### src/rtl/joint_stepper_bank.sv
// joint_stepper_bank: N-channel step/dir generator with clamped period,
// DIR setup timing, DIR inversion; JOINT_STEPPER_BANK_LATCH_EN adds fb_latch.
module joint_stepper_bank #(
    parameter int unsigned         CHANNELS          = 5,
    parameter int unsigned         STEP_PULSE_CYCLES = 96,
    parameter int unsigned         DIR_SETUP_CYCLES  = 96,
    parameter logic [CHANNELS-1:0] DIR_INVERT        = '0
) (
    input  logic                    clk,
    input  logic                    rst_n,
    input  logic                    disabled,
    input  logic [CHANNELS-1:0]     jointEnable,
    input  logic [32*CHANNELS-1:0]  jointFreqCmd,
    output logic [32*CHANNELS-1:0]  jointFeedback,
    output logic [CHANNELS-1:0]     STP,
    output logic [CHANNELS-1:0]     DIR
`ifdef JOINT_STEPPER_BANK_LATCH_EN
    ,
    input  logic                    fb_latch
`endif
);

    localparam logic [31:0] MIN_PER = 32'(2 * STEP_PULSE_CYCLES);
    localparam logic [31:0] PW_LOAD = 32'(STEP_PULSE_CYCLES - 1);
    localparam logic [31:0] SU_LOAD = 32'(DIR_SETUP_CYCLES - 1);

    typedef enum logic [1:0] {
        S_IDLE,
        S_SETUP,
        S_WAIT,
        S_PULSE
    } state_t;

    logic [CHANNELS-1:0][31:0] pos_live;

    for (genvar i = 0; i < CHANNELS; i++) begin : g_ch
        logic [31:0] cmd_u;
        logic [31:0] mag;
        logic [31:0] p_eff;
        logic        go;
        logic        cmd_dir;
        state_t      st_q;
        state_t      st_n;
        logic        dir_q;
        logic        dir_n;
        logic        stp_q;
        logic        stp_n;
        logic [31:0] per_q;
        logic [31:0] per_n;
        logic [31:0] su_q;
        logic [31:0] su_n;
        logic [31:0] pw_q;
        logic [31:0] pw_n;
        logic [31:0] pos_q;
        logic [31:0] pos_n;

        // command decode: run request, wanted direction, clamped period
        always_comb begin
            cmd_u   = jointFreqCmd[32*i +: 32];
            go      = jointEnable[i] && !disabled && (cmd_u != '0);
            cmd_dir = !cmd_u[31] && (cmd_u != '0);
            if (cmd_u == 32'h8000_0000) begin
                mag = 32'h7fff_ffff;
            end else if (cmd_u[31]) begin
                mag = ~cmd_u + 32'd1;
            end else begin
                mag = cmd_u;
            end
            p_eff = (mag < MIN_PER) ? MIN_PER : mag;
        end

        // next-state: pulses are never cut short, DIR only moves outside them
        always_comb begin
            st_n  = st_q;
            dir_n = dir_q;
            stp_n = stp_q;
            per_n = per_q;
            su_n  = su_q;
            pw_n  = pw_q;
            pos_n = pos_q;
            unique case (st_q)
                S_IDLE: begin
                    if (go) begin
                        if (cmd_dir == dir_q) begin
                            st_n  = S_WAIT;
                            per_n = '0;
                        end else begin
                            dir_n = cmd_dir;
                            su_n  = SU_LOAD;
                            st_n  = S_SETUP;
                        end
                    end
                end
                S_SETUP: begin
                    if (!go) begin
                        st_n = S_IDLE;
                    end else if (su_q == '0) begin
                        st_n  = S_WAIT;
                        per_n = '0;
                    end else begin
                        su_n = su_q - 32'd1;
                    end
                end
                S_WAIT: begin
                    per_n = per_q + 32'd1;
                    if (!go) begin
                        st_n = S_IDLE;
                    end else if (cmd_dir != dir_q) begin
                        dir_n = cmd_dir;
                        su_n  = SU_LOAD;
                        st_n  = S_SETUP;
                    end else if (per_q >= p_eff - 32'd1) begin
                        stp_n = 1'b1;
                        pos_n = dir_q ? pos_q + 32'd1 : pos_q - 32'd1;
                        per_n = '0;
                        pw_n  = PW_LOAD;
                        st_n  = S_PULSE;
                    end
                end
                S_PULSE: begin
                    per_n = per_q + 32'd1;
                    if (pw_q == '0) begin
                        stp_n = 1'b0;
                        st_n  = go ? S_WAIT : S_IDLE;
                    end else begin
                        pw_n = pw_q - 32'd1;
                    end
                end
                default: begin
                    st_n = S_IDLE;
                end
            endcase
        end

        // channel registers, synchronous reset may cut a pulse short
        always_ff @(posedge clk) begin
            if (!rst_n) begin
                st_q  <= S_IDLE;
                dir_q <= 1'b0;
                stp_q <= 1'b0;
                per_q <= '0;
                su_q  <= '0;
                pw_q  <= '0;
                pos_q <= '0;
            end else begin
                st_q  <= st_n;
                dir_q <= dir_n;
                stp_q <= stp_n;
                per_q <= per_n;
                su_q  <= su_n;
                pw_q  <= pw_n;
                pos_q <= pos_n;
            end
        end

        assign STP[i]      = stp_q;
        assign DIR[i]      = dir_q ^ DIR_INVERT[i];
        assign pos_live[i] = pos_q;
    end

`ifdef JOINT_STEPPER_BANK_LATCH_EN
    logic [CHANNELS-1:0][31:0] snap_q;

    // capture every channel on the same edge so the host sees one instant
    always_ff @(posedge clk) begin
        if (!rst_n) begin
            snap_q <= '0;
        end else if (fb_latch) begin
            snap_q <= pos_live;
        end
    end

    assign jointFeedback = snap_q;
`else
    assign jointFeedback = pos_live;
`endif

endmodule
### config.mk
export PLATFORM = sky130hd
export DESIGN_NAME = joint_stepper_bank
export DESIGN_NICKNAME = d
export VERILOG_FILES = /design/src/rtl/joint_stepper_bank.sv
export SDC_FILE = /design/constraint.sdc
export NUM_CORES = 2
export LEC_CHECK = 0
export ABC_AREA = 1
export BUFFER_PORTS_ARGS = -buffer_cell sky130_fd_sc_hd__buf_2
export CAP_MARGIN = 20
export CELL_PAD_IN_SITES_DETAIL_PLACEMENT = 0
export CELL_PAD_IN_SITES_GLOBAL_PLACEMENT = 2
export CORE_MARGIN = 5
export CORE_UTILIZATION = 31
export DETAILED_ROUTE_END_ITERATION = 7
export PLACE_DENSITY = 0.85
export REMOVE_ABC_BUFFERS = 1
export SYNTH_ARGS = -nofsm -noshare
export SYNTH_HDL_FRONTEND = slang
export SYNTH_SLANG_ARGS = --single-unit
### constraint.sdc
create_clock -name clk -period 5.2 [get_ports clk]
set_input_delay 0.52 -clock clk [delete_from_list [all_inputs] [get_ports clk]]
set_output_delay 0.52 -clock clk [all_outputs]
set_load 0.05 [all_outputs]
==> results.md <==
- Leakage power: between 30 and 40 nW
- Mapped Area: between 50000 and 60000 um^2
- Critical Path AT: around 5400 ps
- GRT overflow: 0
- Total Routing Usage GR: between 10% and 20%
- Final wirelength: around 190 mm
- Syn Area/Cell: 6.18 um^2
- # fillers: 19900
- TritonCTS Buffers: slightly below 90
- CTS H-tree depth: 3
- Nets: 10400
- Max_slew headroom: approximately a third
- Crit. End Element: register
- Initial antenna violation count: 8
- Drt first pass iters: 6
- DR vias/cell: 4.95
- Hold/Removal Path Class: in -> reg
- Seq pwr share: roughly a third
- Status: finished, final reports clean
- Delay of the slowest critical-path stage: 290 ps
- Residual DRC: 0
- Worst R2R Setup Slack: around 1600 ps
- Share of the synthesized area in the top cell type: 23.5%
- Vias in the first global route: 58600
- Synth warn: 0
- Area Growth Syn to Fin: 20.4%
- Final setup fails: 0
- # IOs: approximately 340
- Site Rows: between 150 and 200
- Clock sinks: 660
- Worst skew pair latency: slightly above 700 ps
- Worst setup SP type: input port
- Slowest cell on crit path: ha_1
- Seq/Total Area, Yosys: a little under a quarter
- Share of layout cells above drive strength 1: 14.3%
- Placed Area: between 60000 and 70000 um^2
- Cell family with most CP delay: simple AND/OR/NAND/NOR gates
- Skew final: approximately 37 ps
- Yosys cell types: 71
- Post-synth top cells: 2003 x nand2_1, 1359 x nor2_1, 961 x inv_1
- CTS tree: built
- Hold slack: ~250 ps
- Pin count of the biggest net entering global routing: 93
- Hold Path Origin: rst_n
- Root buf cell: clkbuf_16
- Max frequency: between 200 and 250 MHz
- Antenna viol nets, final: 0
- Worst-Margin Slew: between 900 and 1000 ps
- Most used DFF post-synth: dfxtp_1
- Switch share: 35.1%
- Pint: 10.7 mW
- Tmin final: 4780 ps
- Crit-path max FO: 8
- CP startpoint: jointFreqCmd[1]
- HPWL after DPL: around 160 mm
- CP Class: in -> reg
- WL/cell: between 15 and 20 um
- Total power: about 17 mW
- Die ar.: 190000 um^2
- Reg clk slew, reported paths: 60 ps
- Maximum VDD drop: approximately 0.24 mV
- MaxCap Viol Count: 0
- IO buf count: between 300 and 400
- Largest cells by area after synthesis: dfxtp_1 23%, nand2_1 13%, nor2_1 9.1%, ha_1 7.4%, a21oi_1 7.1%
- Design Area, Final: about 68000 um^2
- CP required: between 5000 and 6000 ps
- CORE AREA: ~180000 um^2
- Buf/Inv on CP: 6
- Hold Violations, Final: 0
- Hold_buf cts: 0
- Routability Congestion: between 0.9 and 1
- Number of flops mapped to enable cells by yosys: 0
- Via count: a little over 60000
- Net switching power of the design: ~5.8 mW
- Setup repair after global routing missed its margin: false
- Post-synth ARST share: 0%
- Seq cells post-synth: 660
- Final period utilization: approximately 92%
- RR Startpoint: g_ch[1].dir_q$_SDFFE_PN0P_
- First-pass GRT wire length: 311 mm
- DIE WIDTH: about 440 um
- Area leader, netlist: dfxtp_1
- Combinational power share: 29.0%
- Die H: 436 um
- Final Slew Violations: 0
- DRT iter0 DRCs: approximately 3500
- Count leader, synth: nand2_1
- Effective utilization at floorplan: between 30% and 40%
- PwrDens: roughly 240 nW/um^2
- Clk pwr share: a little under two fifths
- Max Root-Sink Buffers: 3
- Post-synthesis cell count: 9109
## sequential cells by signal (all words and copies together), names as in the netlist
| register | cells |
|---|---|
| g_ch.per_q | 160 |
| g_ch.stp_q | 5 |
| g_ch.pw_q | 160 |
| g_ch.dir_q | 5 |
| g_ch.pos_q | 160 |
| g_ch.st_q | 10 |
| g_ch.su_q | 160 |
## through the flow
step           std cells  worst slack (ps)  TNS [ps]  util [%]
6_report           12400               416         0      37.5
3_5_place_dp       12200              -690    -91740      35.8
5_1_grt            12400              5.40         0      37.5
3_3_place_gp       12200              -765    -94310      35.8
2_1_floorplan       8883             -1560   -285460         -
4_1_cts            12300              42.4         0      37.4
## cell type report
cell class	instances	area (um^2)	share of cell area [%]
sequential	660	13200	19.5
tap	2370	2970	4.38
clock buffer	125	2530	3.74
antenna	4	10.0	0.0148
clock inverter	34	470	0.694
multi-input combinational	7207	38300	56.5
inverter	1016	3820	5.64
timing repair buffer	940	6460	9.53
## kinds of logic (layout without fill, tap and decap cells)
logic type	count (synthesis)	after routing	synth area share [%]
other	0	4	0
and+or+nand+nor	4910	4910	38.8
adders and majority gates	340	340	7.63
buffers and inverters	1242	2115	8.65
AOI/OAI and AO/OA	1551	1551	15.1
xor gates and xnor gates	406	406	6.35
DFF	660	660	23.5
## final timing paths
| path | endpoint | cells past startpoint |
|---|---|---|
| max | g_ch[0].pw_q[20]$_SDFFE_PN0P_ | 32 |
| max reg2reg | g_ch[1].pos_q[24]$_SDFFE_PN0P_ | 15 |
| min reg2reg | g_ch[0].pw_q[30]$_SDFFE_PN0P_ | 1 |
| min | g_ch[1].per_q[13]$_SDFFE_PN0P_ | 3 |
## power groups by stage
| stage | clock network (mW) | logic [mW] | registers [mW] |
|---|---|---|---|
| floorplan | 0 | 3.23 | 5.48 |
| global route | 6.79 | 5.44 | 5.42 |
| finish | 6.37 | 4.80 | 5.40 |
| detailed placement | 0 | 4.77 | 5.50 |
| global placement | 0 | 4.76 | 5.50 |
| CTS | 6.60 | 4.79 | 5.39 |
## per-layer routing
metal	wire length (um)	up-vias	GRT usage (%)	share of wire (%)
met3	6760	220	2.30	3.5
li1	-	31900	-	-
met2	89800	1011	33.5	46
met4	6370	6	6.42	3.3
met5	38	-	0	0.020
met1	90900	28000	25.6	47
## cell usage in the layout (no fill, tap or decap), drive strengths merged, types with 43 or more instances in the layout
cell type and instances:
xor2 270, a31oi 50, inv 1010, nor2 1466
nor3 177, ha 335, xnor2 136, or2 43
nand3b 44, o21ai 506, buf 940, dfxtp 660
nand4 242, a21oi 803, nor4 98, nand3 736
nand2 2047, clkbuf 125
## what timing repair did
action	4_1_cts	5_1_grt
setup buffers	0	4
gates resized for setup	0	22
setup endpoints to repair	0	165
## tightest hold or removal path, stage by stage
cell and delay, ps:
buf_6 180, nand2_1 140, a21oi_1 30
Note: power is estimated with default switching activity, not from simulation.
